## src/rtl/cmd_dispatch_if.sv

```systemverilog
// Command dispatcher bus: packet strobe, opcode and per-channel busy flags in,
// issue pulses, queue status and error pulses out.
interface cmd_dispatch_if #(
   parameter int N_CMD  = 8,
   parameter int OPC_W  = 8,
   parameter int QDEPTH = 4
);
   logic                       packet_ready;
   logic [OPC_W-1:0]           opcode;
   logic [N_CMD-1:0]           BUSY;
   logic [N_CMD-1:0]           CMD;
   logic [$clog2(QDEPTH):0]    q_count;
   logic                       q_full;
   logic                       err_unknown;
   logic                       err_drop;
   logic                       err_timeout;

   modport master (
      output packet_ready, opcode, BUSY,
      input  CMD, q_count, q_full, err_unknown, err_drop, err_timeout
   );

   modport slave (
      input  packet_ready, opcode, BUSY,
      output CMD, q_count, q_full, err_unknown, err_drop, err_timeout
   );
endinterface

```

## src/rtl/cmd_dispatch.sv

```systemverilog
// Gated command dispatcher: decodes opcodes to channels, issues immediately when
// the channel gate allows, otherwise queues in order with a head-of-line timeout.
//
// state    | meaning
// ---------+-----------------------------------------------------------
// S_EMPTY  | queue empty, no issue or expiry happened last cycle
// S_WAIT   | queue non-empty, head waiting on its gate
// S_ISSUE  | a command was issued last cycle; CMD pulse is on the outputs
// S_EXPIRE | the head timed out last cycle; err_timeout is on the outputs
module cmd_dispatch #(
   parameter int               N_CMD     = 8,
   parameter int               OPC_W     = 8,
   parameter int               QDEPTH    = 4,
   parameter int               TIMEOUT   = 16,
   parameter logic [N_CMD-1:0] IDLE_MASK = 8'hD6,
   parameter logic [N_CMD-1:0] CONT_MASK = 8'h28
) (
   input logic           CLK,
   input logic           rst,
   cmd_dispatch_if.slave bus
);
   localparam int CH_W  = (N_CMD > 1) ? $clog2(N_CMD) : 1;
   localparam int PTR_W = $clog2(QDEPTH);
   localparam int CNT_W = PTR_W + 1;
   localparam int WC_W  = $clog2(TIMEOUT + 2);

   typedef enum logic [1:0] {S_EMPTY, S_WAIT, S_ISSUE, S_EXPIRE} state_t;

   state_t            state, state_next;
   logic [CH_W-1:0]   mem [QDEPTH];
   logic [PTR_W-1:0]  rd_ptr, wr_ptr;
   logic [CNT_W-1:0]  count, count_next;
   logic [WC_W-1:0]   wait_cnt, wait_next;
   logic [CH_W-1:0]   iss_ch, iss_next;
   logic              q_full_r, err_unk_r, err_drop_r;

   logic [N_CMD-1:0]  gate;
   logic [CH_W-1:0]   head, pkt_ch;
   logic              q_empty, q_full_now, pkt_valid, unknown;
   logic              head_go, expire, pop, bypass, push, drop;

   // Gate is evaluated on this cycle's BUSY; channel 0 has no lower neighbour.
   for (genvar c = 0; c < N_CMD; c++) begin : g_gate
      if (c == 0) begin : g_first
         assign gate[c] = IDLE_MASK[c] ? !bus.BUSY[c] : 1'b1;
      end else begin : g_rest
         assign gate[c] = IDLE_MASK[c] ? !bus.BUSY[c] :
                          CONT_MASK[c] ? bus.BUSY[c-1] : 1'b1;
      end
   end

   always_comb begin
      head       = mem[rd_ptr];
      q_empty    = (count == '0);
      q_full_now = (count == CNT_W'(QDEPTH));
      pkt_valid  = bus.packet_ready && (bus.opcode != '0) &&
                   (bus.opcode <= OPC_W'(N_CMD));
      unknown    = bus.packet_ready && !pkt_valid;
      pkt_ch     = CH_W'(bus.opcode - OPC_W'(1));

      head_go = !q_empty && gate[head];
      expire  = !q_empty && !gate[head] && (TIMEOUT != 0) &&
                (wait_cnt == WC_W'(TIMEOUT - 1));
      pop     = head_go || expire;
      bypass  = pkt_valid && q_empty && gate[pkt_ch];
      push    = pkt_valid && !bypass && (!q_full_now || pop);
      drop    = pkt_valid && !bypass && q_full_now && !pop;

      count_next = count;
      case ({push, pop})
         2'b10:   count_next = count + CNT_W'(1);
         2'b01:   count_next = count - CNT_W'(1);
         default: count_next = count;
      endcase

      wait_next = wait_cnt;
      if (pop || q_empty)
         wait_next = '0;
      else if (TIMEOUT != 0)
         wait_next = wait_cnt + WC_W'(1);

      iss_next = iss_ch;
      if (head_go)
         iss_next = head;
      else if (bypass)
         iss_next = pkt_ch;

      state_next = state;
      if (head_go || bypass)
         state_next = S_ISSUE;
      else if (expire)
         state_next = S_EXPIRE;
      else if (count_next == '0)
         state_next = S_EMPTY;
      else
         state_next = S_WAIT;
   end

   always_ff @(posedge CLK) begin
      if (rst) begin
         state      <= S_EMPTY;
         rd_ptr     <= '0;
         wr_ptr     <= '0;
         count      <= '0;
         wait_cnt   <= '0;
         iss_ch     <= '0;
         q_full_r   <= 1'b0;
         err_unk_r  <= 1'b0;
         err_drop_r <= 1'b0;
      end else begin
         state      <= state_next;
         count      <= count_next;
         wait_cnt   <= wait_next;
         iss_ch     <= iss_next;
         q_full_r   <= (count_next == CNT_W'(QDEPTH));
         err_unk_r  <= unknown;
         err_drop_r <= drop;
         if (pop)
            rd_ptr <= rd_ptr + PTR_W'(1);
         if (push)
            wr_ptr <= wr_ptr + PTR_W'(1);
      end
   end

   // Storage needs no reset: pointers and count define which entries are live.
   // When full with a same-cycle pop, wr_ptr==rd_ptr and the head is read before overwrite.
   always_ff @(posedge CLK) begin
      if (!rst && push)
         mem[wr_ptr] <= pkt_ch;
   end

   assign bus.CMD         = (state == S_ISSUE) ? (N_CMD'(1) << iss_ch) : '0;
   assign bus.err_timeout = (state == S_EXPIRE);
   assign bus.err_unknown = err_unk_r;
   assign bus.err_drop    = err_drop_r;
   assign bus.q_count     = count;
   assign bus.q_full      = q_full_r;
endmodule

```

## src/flat_wrapper.sv

```systemverilog
// flat-port wrapper written by rule: the top's interface ports become plain ports
module cmd_dispatch_flat 
#(
   parameter int               N_CMD     = 8,
   parameter int               OPC_W     = 8,
   parameter int               QDEPTH    = 4,
   parameter int               TIMEOUT   = 16,
   parameter logic [N_CMD-1:0] IDLE_MASK = 8'hD6,
   parameter logic [N_CMD-1:0] CONT_MASK = 8'h28
)
  (CLK, rst, bus_packet_ready, bus_opcode, bus_BUSY, bus_CMD, bus_q_count, bus_q_full, bus_err_unknown, bus_err_drop, bus_err_timeout);
  cmd_dispatch_if #(.N_CMD(N_CMD), .OPC_W(OPC_W), .QDEPTH(QDEPTH)) bus_i ();
  input logic CLK;
  input logic rst;
  input wire logic [$bits(bus_i.packet_ready)-1:0] bus_packet_ready;
  input wire logic [$bits(bus_i.opcode)-1:0] bus_opcode;
  input wire logic [$bits(bus_i.BUSY)-1:0] bus_BUSY;
  output wire logic [$bits(bus_i.CMD)-1:0] bus_CMD;
  output wire logic [$bits(bus_i.q_count)-1:0] bus_q_count;
  output wire logic [$bits(bus_i.q_full)-1:0] bus_q_full;
  output wire logic [$bits(bus_i.err_unknown)-1:0] bus_err_unknown;
  output wire logic [$bits(bus_i.err_drop)-1:0] bus_err_drop;
  output wire logic [$bits(bus_i.err_timeout)-1:0] bus_err_timeout;
  assign bus_i.packet_ready = bus_packet_ready;
  assign bus_i.opcode = bus_opcode;
  assign bus_i.BUSY = bus_BUSY;
  assign bus_CMD = bus_i.CMD;
  assign bus_q_count = bus_i.q_count;
  assign bus_q_full = bus_i.q_full;
  assign bus_err_unknown = bus_i.err_unknown;
  assign bus_err_drop = bus_i.err_drop;
  assign bus_err_timeout = bus_i.err_timeout;
  cmd_dispatch #(.N_CMD(N_CMD), .OPC_W(OPC_W), .QDEPTH(QDEPTH), .TIMEOUT(TIMEOUT), .IDLE_MASK(IDLE_MASK), .CONT_MASK(CONT_MASK)) u_core (.CLK(CLK), .rst(rst), .bus(bus_i));
endmodule
```

## config.mk

```make
export PLATFORM = sky130hd
export DESIGN_NAME = cmd_dispatch_flat
export DESIGN_NICKNAME = d
export VERILOG_FILES = /design/src/rtl/cmd_dispatch_if.sv /design/src/rtl/cmd_dispatch.sv /design/src/flat_wrapper.sv
export SDC_FILE = /design/constraint.sdc
export NUM_CORES = 1
export LEC_CHECK = 0
export CORE_UTILIZATION = 46
export CTS_CLUSTER_SIZE = 10
export DETAILED_ROUTE_END_ITERATION = 16
export PLACE_DENSITY = 0.74
export REMOVE_ABC_BUFFERS = 1
export SLEW_MARGIN = 20
export SYNTH_ARGS = -nofsm -noshare
export SYNTH_HDL_FRONTEND = slang
export SYNTH_SLANG_ARGS = --single-unit
```

## constraint.sdc

```tcl
create_clock -name CLK -period 3.6 [get_ports CLK]
set_clock_uncertainty 0.1 [all_clocks]
set_input_delay 0.72 -clock CLK [delete_from_list [all_inputs] [get_ports CLK]]
set_output_delay 0.72 -clock CLK [all_outputs]
set_load 0.005 [all_outputs]
```

### After elaboration in Yosys (flattened, before gate mapping)

Memories as Yosys holds them, arrays and structs flattened. A register that Yosys moved wholly into a read port is not among the register bits.
Index checks and enable logic that the tools add are counted.

* flip-flop bits (word level): 20
* memory bits (writable): 12
* input port bits: 19
* output and inout bits: 15
* word-level logic and storage cells: 78
* memories: 1

* add/subtract/negate cells: 6
* $lt $le $gt $ge: 3
* equal/unequal tests: 7
* shift operators: 1
* muxes and demuxes: 15
* reduce and logical (&&, ||, !) cells: 35

Memories
* u_core.mem: depth 4, bits a word 3, rd ports 1, clocked after Yosys merged registers in 1, wr ports 1, RTL line cmd_dispatch.sv:30 `logic [CH_W-1:0] mem [QDEPTH];`

Operators by type and width (number)
* 1-bit logical AND: 13
* 1-bit zero test: 12
* 8-bit by 4-bit less-or-equal comparator with 1-bit output, second input constant: 1
* 3-bit by 4-bit less-than comparator with 1-bit output, second input constant: 2
* 2-bit 2-to-1 mux: 4
* 8-bit 2-to-1 mux: 1
* 8-bit nonzero test: 1
* 1-bit by 3-bit << shifter with 8-bit output, first input constant: 1
* 1-bit binary-select mux with 3-bit select: 2
* 2-bit equality test, second input constant: 3
* 3-bit equality test, second input constant: 2
* 3-bit zero test: 2
* 3-bit 2-to-1 mux: 2
* 3-bit one-hot mux with 2 select lines: 1
* 3-bit by 1-bit subtractor with 3-bit output, second input constant: 2
* 5-bit by 1-bit adder with 5-bit output, second input constant: 1
* 5-bit by 4-bit equality test with 1-bit output, second input constant: 1
* 1-bit 2-to-1 mux: 5
* 2-bit by 1-bit adder with 2-bit output, second input constant: 2
* 1-bit logical OR: 4
* 2-bit OR reduction: 2
* 3-bit by 1-bit adder with 3-bit output, second input constant: 1
* 2-bit by 1-bit equality test with 1-bit output, second input constant: 1
* 2-bit nonzero test: 1

### Logic depth before layout (Yosys ltp)

Gate-level depths: netlist of the first run.

* depth after elaboration: 15
* mapped depth: 15
* gate-level depth less buffers: 15

### Least setup slack after synthesis of the first run

No wires, ideal clock.

* path type: input-to-reg
* start: in bus_opcode[0]
* end: reg u_core.state[0]
* setup time: 96 ps
* data arrival time: 3431 ps
* required time: 3404 ps
* slack: -27 ps
* cell stages on the path: 14
* cell sequence: inv_1 > ha_1 > nor2b_1 > o21bai_1 > mux4_2 > nand2_1 > o211ai_4 > ha_1 > inv_1 > fa_1 > nand3b_1 > nor2_1 > o22ai_1 > nor4b_1

* word-level cells in the longest chain between the ends: 13
* elaborated cells on any way between the ends: 20

RTL lines
* from (decl): RTL line flat_wrapper.sv:16 `input wire logic [$bits(bus_i.opcode)-1:0] bus_opcode;`
* parallel branches: the longest is 13 deep, another holds 3-bit by 1-bit subtractor with 3-bit output
* to (signal assigned): RTL line cmd_dispatch.sv:111 `state <= state_next;`
* to (decl): RTL line cmd_dispatch.sv:29 `state_t state, state_next;`

Parallel ways; which one is timed is not known. The select of a mux whose other input is x is not followed.
A chain may end at the register's enable or synchronous reset.

### Final worst setup path of the first run

* start: in bus_opcode[0]
* end: reg u_core.state[0]

* elaborated cells on any way between the ends: 20

RTL lines
* 3-bit by 1-bit subtractor with 3-bit output *: RTL line cmd_dispatch.sv:59 `pkt_ch = CH_W'(bus.opcode - OPC_W'(1));`
* net u_core.pkt_ch[0]: RTL line cmd_dispatch.sv:38 `logic [CH_W-1:0] head, pkt_ch;`
* 1-bit binary-select mux with 3-bit select *: RTL line cmd_dispatch.sv:65 `bypass = pkt_valid && q_empty && gate[pkt_ch];`
* 1-bit 2-to-1 mux (implied by the code) *: RTL line cmd_dispatch.sv:65
* 1-bit logical AND *: RTL line cmd_dispatch.sv:65
* 1-bit zero test: RTL line cmd_dispatch.sv:66 `push = pkt_valid && !bypass && (!q_full_now || pop);`
* 1-bit logical AND (2 in series): RTL line cmd_dispatch.sv:66
* 2-bit by 1-bit equality test with 1-bit output / 2-bit equality test (equally long branches): RTL line cmd_dispatch.sv:70 `case ({push, pop})`
* 3-bit one-hot mux with 2 select lines: RTL line cmd_dispatch.sv:70
* 3-bit zero test: RTL line cmd_dispatch.sv:93 `else if (count_next == '0)`
* 1-bit 2-to-1 mux: RTL line cmd_dispatch.sv:93
* 2-bit 2-to-1 mux: RTL line cmd_dispatch.sv:91 `else if (expire)`

The timed path passes the listed nets; every way through them passes the cells marked *. The select of a mux whose other input is x is not followed.

==> results of run 1 <==
sequential cells by signal (all words and copies together), names as in the netlist, named ones only:
name                    cells
u_core.state                2
u_core.bus.err_drop         1
u_core.bus.err_unknown      1
u_core.wait_cnt             5
u_core.iss_ch               3
u_core.bus.q_full           1
u_core.bus.q_count          3
u_core.wr_ptr               2
u_core.rd_ptr               2
u_core.mem                 12
power by group:
part | switching [mW] | total, mW | internal, mW
Combinational | 0.0439 | 0.0992 | 0.0553
Sequential | 0.00267 | 0.404 | 0.402
Clock | 0.130 | 0.263 | 0.133
logic make-up (layout without fill, tap and decap cells):
family | Yosys count | count (layout) | synth area share, %
compound gates | 25 | 25 | 11.1
simple gates | 68 | 68 | 20.2
flops | 34 | 34 | 45.9
mux | 7 | 7 | 7.17
fa+ha+maj | 10 | 10 | 7.60
xor+xnor | 10 | 10 | 5.02
buf+inv | 14 | 77 | 3.01
path summary, 6_finish.rpt:
kind,to,cells past startpoint,slack [ns],from
setup / recovery,u_core.state[0],15,0.16,bus_opcode[0]
hold / removal,u_core.wait_cnt[0],1,0.35,u_core.wait_cnt[0]
setup reg to reg,u_core.bus.q_full,13,0.18,flop
hold reg to reg,u_core.wait_cnt[0],1,0.35,u_core.wait_cnt[0]
what timing repair did:
item,in CTS,in global routing
pin swaps,8,1
hold buffers,0,0
buffers inserted,6,1
resized for setup,13,6
setup endpoints to repair,3,2
cells in the final DEF (no fill, tap or decap), drive strengths merged, types with 6 or more instances in the layout:
master / count
clkbuf: 6
ha: 9
nand2: 8
a21oi: 7
xnor2: 6
buf: 28
inv: 11
nand2b: 7
nor2: 24
edfxtp: 12
clkdlybuf4s50: 28
dfxtp: 22
stage by stage:
stage                     instance area, sq um  setup WS [ns]
final                                     2450          0.164
after global placement                    2250         -0.443
after CTS                                 2420          0.143
after detailed placement                  2250         -0.549
after floorplan                           1730        -0.0249
after global routing                      2450        -0.0296
metal layers:
metal | global-route usage, % | wire [um]
met1 | 22.5 | 1550
met5 | 0 | 0
met3 | 5.98 | 147
met4 | 9.09 | 63
met2 | 36.3 | 2020
area by class of cell:
type	count	area (sq um)
inverter	11	41.3
clock inverter	2	8.76
timing repair buffer	58	508
clock buffer	6	72.6
tap	48	60.1
sequential	34	802
fill	272	1210
multi-input combinational	120	953
worst max-delay path, delay by kind of cell:
kind	cells	cell delay [ns]
fa+ha+maj	3	0.81
simple gates	5	0.69
mux	1	0.48
compound gates	3	0.43
buf+inv	3	0.37
==> flow_metrics.env, run 1 <==
export IMPL_worstMarginPinSlew_ns=0.810
export IMPL_ir_drop_uv=283
export IMPL_cts_buffers=5
export IMPL_cp_cell_sequence="dlygate4sd2_1, inv_2, ha_4, nor2b_2, o21bai_1, mux4_2, nand2_2, o211ai_4, ha_4, inv_2, fa_2, nand3b_1, nor2_1, o22ai_1, nor4b_2"
export IMPL_slowest_delay_ns=0.48
export IMPL_fin_tns_setup_ns=0
export IMPL_setup_viol=0
export IMPL_stdcell_count=279
export IMPL_areaGrowthSynthToFinish_pct=40.2
export IMPL_vias=1468
export IMPL_ys_ff_latch=34
export IMPL_antenna_found_initial=0
export IMPL_grt_pass1_wl_mm=6.33
export IMPL_dp_hpwl_mm=2.71
export IMPL_seq_area_frac_synth_pct=45.9
export IMPL_cts_sinks=34
export IMPL_core_sq_um=3660
export IMPL_routed_wl_mm=3.78
export IMPL_total_power_uw=766
export IMPL_synth_enable_flop_cells=12
export IMPL_tritoncts="done"
export IMPL_rows=22
export IMPL_start_util_pct=47.6
export IMPL_slew_headroom_pct=45.8
export IMPL_cp_max_fo=4
export IMPL_pin_count=34
export IMPL_maxSlewViolCount=0
export IMPL_grt_start_max_net_pins=24
export IMPL_holdWs_ns=0.350
export IMPL_gr_total_overflow=0
export IMPL_cap_violations=0
export IMPL_yosysWarnings=0
export IMPL_synth_cell_area_sq_um=1740
export IMPL_cts_buffer_depth=2
export IMPL_post_route_util_pct=66.8
export IMPL_ant_nets=0
export IMPL_cp_slowest_cell="mux4_2"
export IMPL_power_density_nw_per_um2=313
export IMPL_yosys_top_cells_count="nor2_1, dfxtp_1, edfxtp_1, inv_1, ha_1"
export IMPL_path_class="in2reg"
export IMPL_netlist_top_cells_area="dfxtp_1, edfxtp_1, ha_1, nor2_1, mux4_2"
export IMPL_clk_latency_ns=0.28
export IMPL_drt_iter0_markers=55
export IMPL_synthCells=168
export IMPL_synth_top_area_share_pct=25.3
export IMPL_final_nets=259
export IMPL_drive_above_1_share_pct=26.0
export IMPL_gp_congestion=0.861
export IMPL_period_share_pct=95.5
export IMPL_cp_start_kind="input port"
export IMPL_final_min_clock_period_ns=3.44
export IMPL_synth_top_cell_by_area="dfxtp_1"
export IMPL_cts_root_buf="clkbuf_8"
export IMPL_io_buffers=30
export IMPL_arrival_ns=3.52
export IMPL_antenna_cells=0
export IMPL_detail_route_wl_per_cell_um=13.5
export IMPL_status="completed"
export IMPL_drtPass1Iterations=4
export IMPL_grt_pass1_vias=1449
export IMPL_die_h_um=63.6
export IMPL_drcViolationCount=0
export IMPL_cellLeakagePower_nw=0.904
export IMPL_die_x_um=63.6
export IMPL_h_tree_depth=2
export IMPL_dp_cells=264
export IMPL_synth_area_per_cell_sq_um=10.4
export IMPL_yosysMostFrequentCell="nor2_1"
export IMPL_synthArstFlopShare_pct=0
export IMPL_worstPathRequired_ns=3.69
export IMPL_die_area_sq_um=4040
export IMPL_path_clk_slew_ns=0.06
export IMPL_hold_viol=0
export IMPL_synth_flop_cell="dfxtp_1"
export IMPL_grtUsageTotal_pct=20.6
export IMPL_setup_worst_path_end_class="flop"
export IMPL_synth_cell_types=42
export IMPL_viasPerCell=5.26
export IMPL_fmax_mhz=291
export IMPL_worstHoldPathType="reg2reg"
Note: power is estimated with default switching activity, not from simulation.
==> run 2: changes to the inputs <==
--- a/config.mk
+++ b/config.mk
@@ -8,7 +8,7 @@
 export CORE_UTILIZATION = 46
 export CTS_CLUSTER_SIZE = 10
 export DETAILED_ROUTE_END_ITERATION = 16
-export PLACE_DENSITY = 0.74
+export PLACE_DENSITY = 0.79
 export REMOVE_ABC_BUFFERS = 1
 export SLEW_MARGIN = 20
 export SYNTH_ARGS = -nofsm -noshare
==> run 2 against run 1 <==
  * Critical path depth down 2
  * Register-to-register slack got worse by 0.02 ns
  * Combinational power is 3.6% lower
  * First-iteration DRC count increased by 38%
  * Worst hold slack better by 0.0013 ns
  * Largest power group unchanged
  * Sequential cell count unchanged
==> flow_metrics.env, run 2 (synthesis gave the netlist of run 1 again) <==
export IMPL_cp_max_fo=5
export IMPL_p_int_uw=589
export IMPL_slew_headroom_pct=49.0
export IMPL_final_cell_mix="clkdlybuf4s50_1, nor2_1, buf_4"
export IMPL_met2_usage_pct=33.1
export IMPL_status="completed"
export IMPL_period_share_pct=95.5
export IMPL_drt_iter0_markers=76
export IMPL_post_route_util_pct=65.9
export IMPL_sw_frac_of_total_pct=22.9
export IMPL_slowest_delay_ns=0.60
export IMPL_routed_wl_mm=3.50
export IMPL_path_clk_slew_ns=0.07
export IMPL_hold_depth=1
export IMPL_cp_num_buf_inv=1
export IMPL_r2r_end="u_core.state[0]"
export IMPL_final_min_clock_period_ns=3.44
export IMPL_die_area_sq_um=4040
export IMPL_rr_worst_depth=13
export IMPL_final_nets=254
export IMPL_die_h_um=63.6
export IMPL_maxSlewViolCount=0
export IMPL_grt_start_max_net_pins=24
export IMPL_setup_worst_path_end_class="flop"
export IMPL_grt_pass1_wl_mm=5.89
export IMPL_ctsHoldBuffers=0
export IMPL_path_class="reg2reg"
export IMPL_pwr_share_seq_pct=53.0
export IMPL_detail_route_wl_per_cell_um=12.8
export IMPL_io_buffers=30
export IMPL_cp_num_cells=13
export IMPL_areaGrowthSynthToFinish_pct=38.3
export IMPL_place_area_sq_um=2240
export IMPL_cellLeakagePower_nw=0.906
export IMPL_ant_nets=0
export IMPL_drcViolationCount=0
export IMPL_dp_cells=263
export IMPL_cp_slowest_cell="mux4_2"
export IMPL_combPwrFrac_pct=12.5
export IMPL_grt_busiest_layer="met2"
export IMPL_dp_hpwl_mm=2.57
export IMPL_setup_viol=0
export IMPL_pin_count=34
export IMPL_ir_drop_uv=219
export IMPL_total_power_uw=764
export IMPL_use_met3_pct=5.07
export IMPL_rows=22
export IMPL_finalInstanceArea_sq_um=2410
export IMPL_worstHoldPathType="reg2reg"
export IMPL_grtUsageTotal_pct=19.1
export IMPL_largest_register_ffs=12
export IMPL_tritoncts="done"
export IMPL_die_x_um=63.6
export IMPL_antenna_found_initial=0
export IMPL_cts_buffers=5
export IMPL_stdcell_count=274
export IMPL_cp_start_kind="flop"
export IMPL_clk_latency_ns=0.28
export IMPL_gp_congestion=0.776
export IMPL_hold_viol=0
export IMPL_clockPowerShare_pct=34.5
export IMPL_drtPass1Iterations=4
export IMPL_grt_pass1_vias=1364
export IMPL_cp_cell_sequence="mux4_2, xnor2_1, a211oi_2, o21bai_2, o211ai_4, ha_2, inv_2, fa_2, xor2_2, xnor2_2, nor3_1, o22ai_1, nor4b_2"
export IMPL_vias=1394
export IMPL_worstMarginPinSlew_ns=0.763
export IMPL_fmax_mhz=291
export IMPL_arrival_ns=3.48
export IMPL_grt_util_met1_pct=22.2
export IMPL_cts_buffer_depth=2
export IMPL_final_common_cell="clkdlybuf4s50_1"
export IMPL_drive_above_1_share_pct=24.3
export IMPL_rsz0062_at_grt="no"
export IMPL_h_tree_depth=2
export IMPL_r2r_setup_slack_ns=0.16
export IMPL_viasPerCell=5.09
export IMPL_worstPathRequired_ns=3.64
export IMPL_cap_violations=0
export IMPL_cts_sinks=34
export IMPL_cts_root_buf="clkbuf_8"
export IMPL_fin_tns_setup_ns=0
export IMPL_gr_total_overflow=0
export IMPL_p_sw_uw=175
export IMPL_endpoint="u_core.state[0]"
export IMPL_reg_top3="u_core.mem: 12 flops, u_core.wait_cnt: 5 flops"
export IMPL_regMostFlops="u_core.mem"
export IMPL_cp_top_family="compound AO/OA/AOI/OAI gates"
export IMPL_antenna_cells=0
export IMPL_start_util_pct=47.6
export IMPL_core_sq_um=3660
export IMPL_power_density_nw_per_um2=317
-- run 2: cell count changes in the layout (fill, tap and decap cells not counted), sizes merged --
cell / delta
buf: -5
dlygate4sd2: -2
dlymetal6s2s: +2
-- run 2: timing repair --
| action | 4_1_cts | 5_1_grt |
|---|---|---|
| gates resized for setup | 7 | 9 |
| buffers inserted | 1 | 2 |
| setup endpoints to repair | 3 | 3 |
| endpoints found under the hold margin | 0 | 0 |
| pin swaps | 5 | 8 |
-- run 2: how the worst min path moves through the flow --
| stage | from | endpoint | slack [ns] |
|---|---|---|---|
| after floorplan | u_core.wait_cnt[0] | u_core.wait_cnt[0] | 0.32 |
| after global placement | u_core.wait_cnt[0] | u_core.wait_cnt[0] | 0.33 |
| after detailed placement | u_core.wait_cnt[0] | u_core.wait_cnt[0] | 0.34 |
| after CTS | u_core.wait_cnt[0] | u_core.wait_cnt[0] | 0.36 |
| after global routing | u_core.wait_cnt[0] | u_core.wait_cnt[0] | 0.39 |
| final | u_core.wait_cnt[0] | u_core.wait_cnt[0] | 0.35 |
-- run 2: per-stage QoR --
step	setup slack [ns]	hold slack, ns
finish	0.161	0.352
global route	0.00532	0.389
CTS	0.00194	0.355
detailed placement	-0.512	0.345
global placement	-0.472	0.332
floorplan	-0.0249	0.318
-- run 2: area by class of cell --
cell class,count,area (sq um)
inverters,11,41.3
well taps,48,60.1
clock buffers,6,72.6
repair buffers,53,478
multi-input cells,120,948
clock inverters,2,10.0
fillers,318,1250
flip-flops and latches,34,802
-- run 2: metal layers --
| layer | up-vias | part of all wire [%] | routed length [um] |
|---|---|---|---|
| met1 | 647 | 46 | 1620 |
| li1 | 717 | - | - |
| met4 | 0 | 1.0 | 36 |
| met3 | 5 | 3.7 | 129 |
| met2 | 25 | 49 | 1720 |
| met5 | - | 0 | 0 |
-- run 2: power by group through the flow --
| stage | logic (mW) | clock network (mW) | registers [mW] |
|---|---|---|---|
| after floorplan | 0.0377 | 0 | 0.412 |
| after global placement | 0.0839 | 0 | 0.413 |
| after detailed placement | 0.0858 | 0 | 0.413 |
| after CTS | 0.0909 | 0.274 | 0.404 |
| after global routing | 0.104 | 0.286 | 0.405 |
| final | 0.0956 | 0.264 | 0.405 |
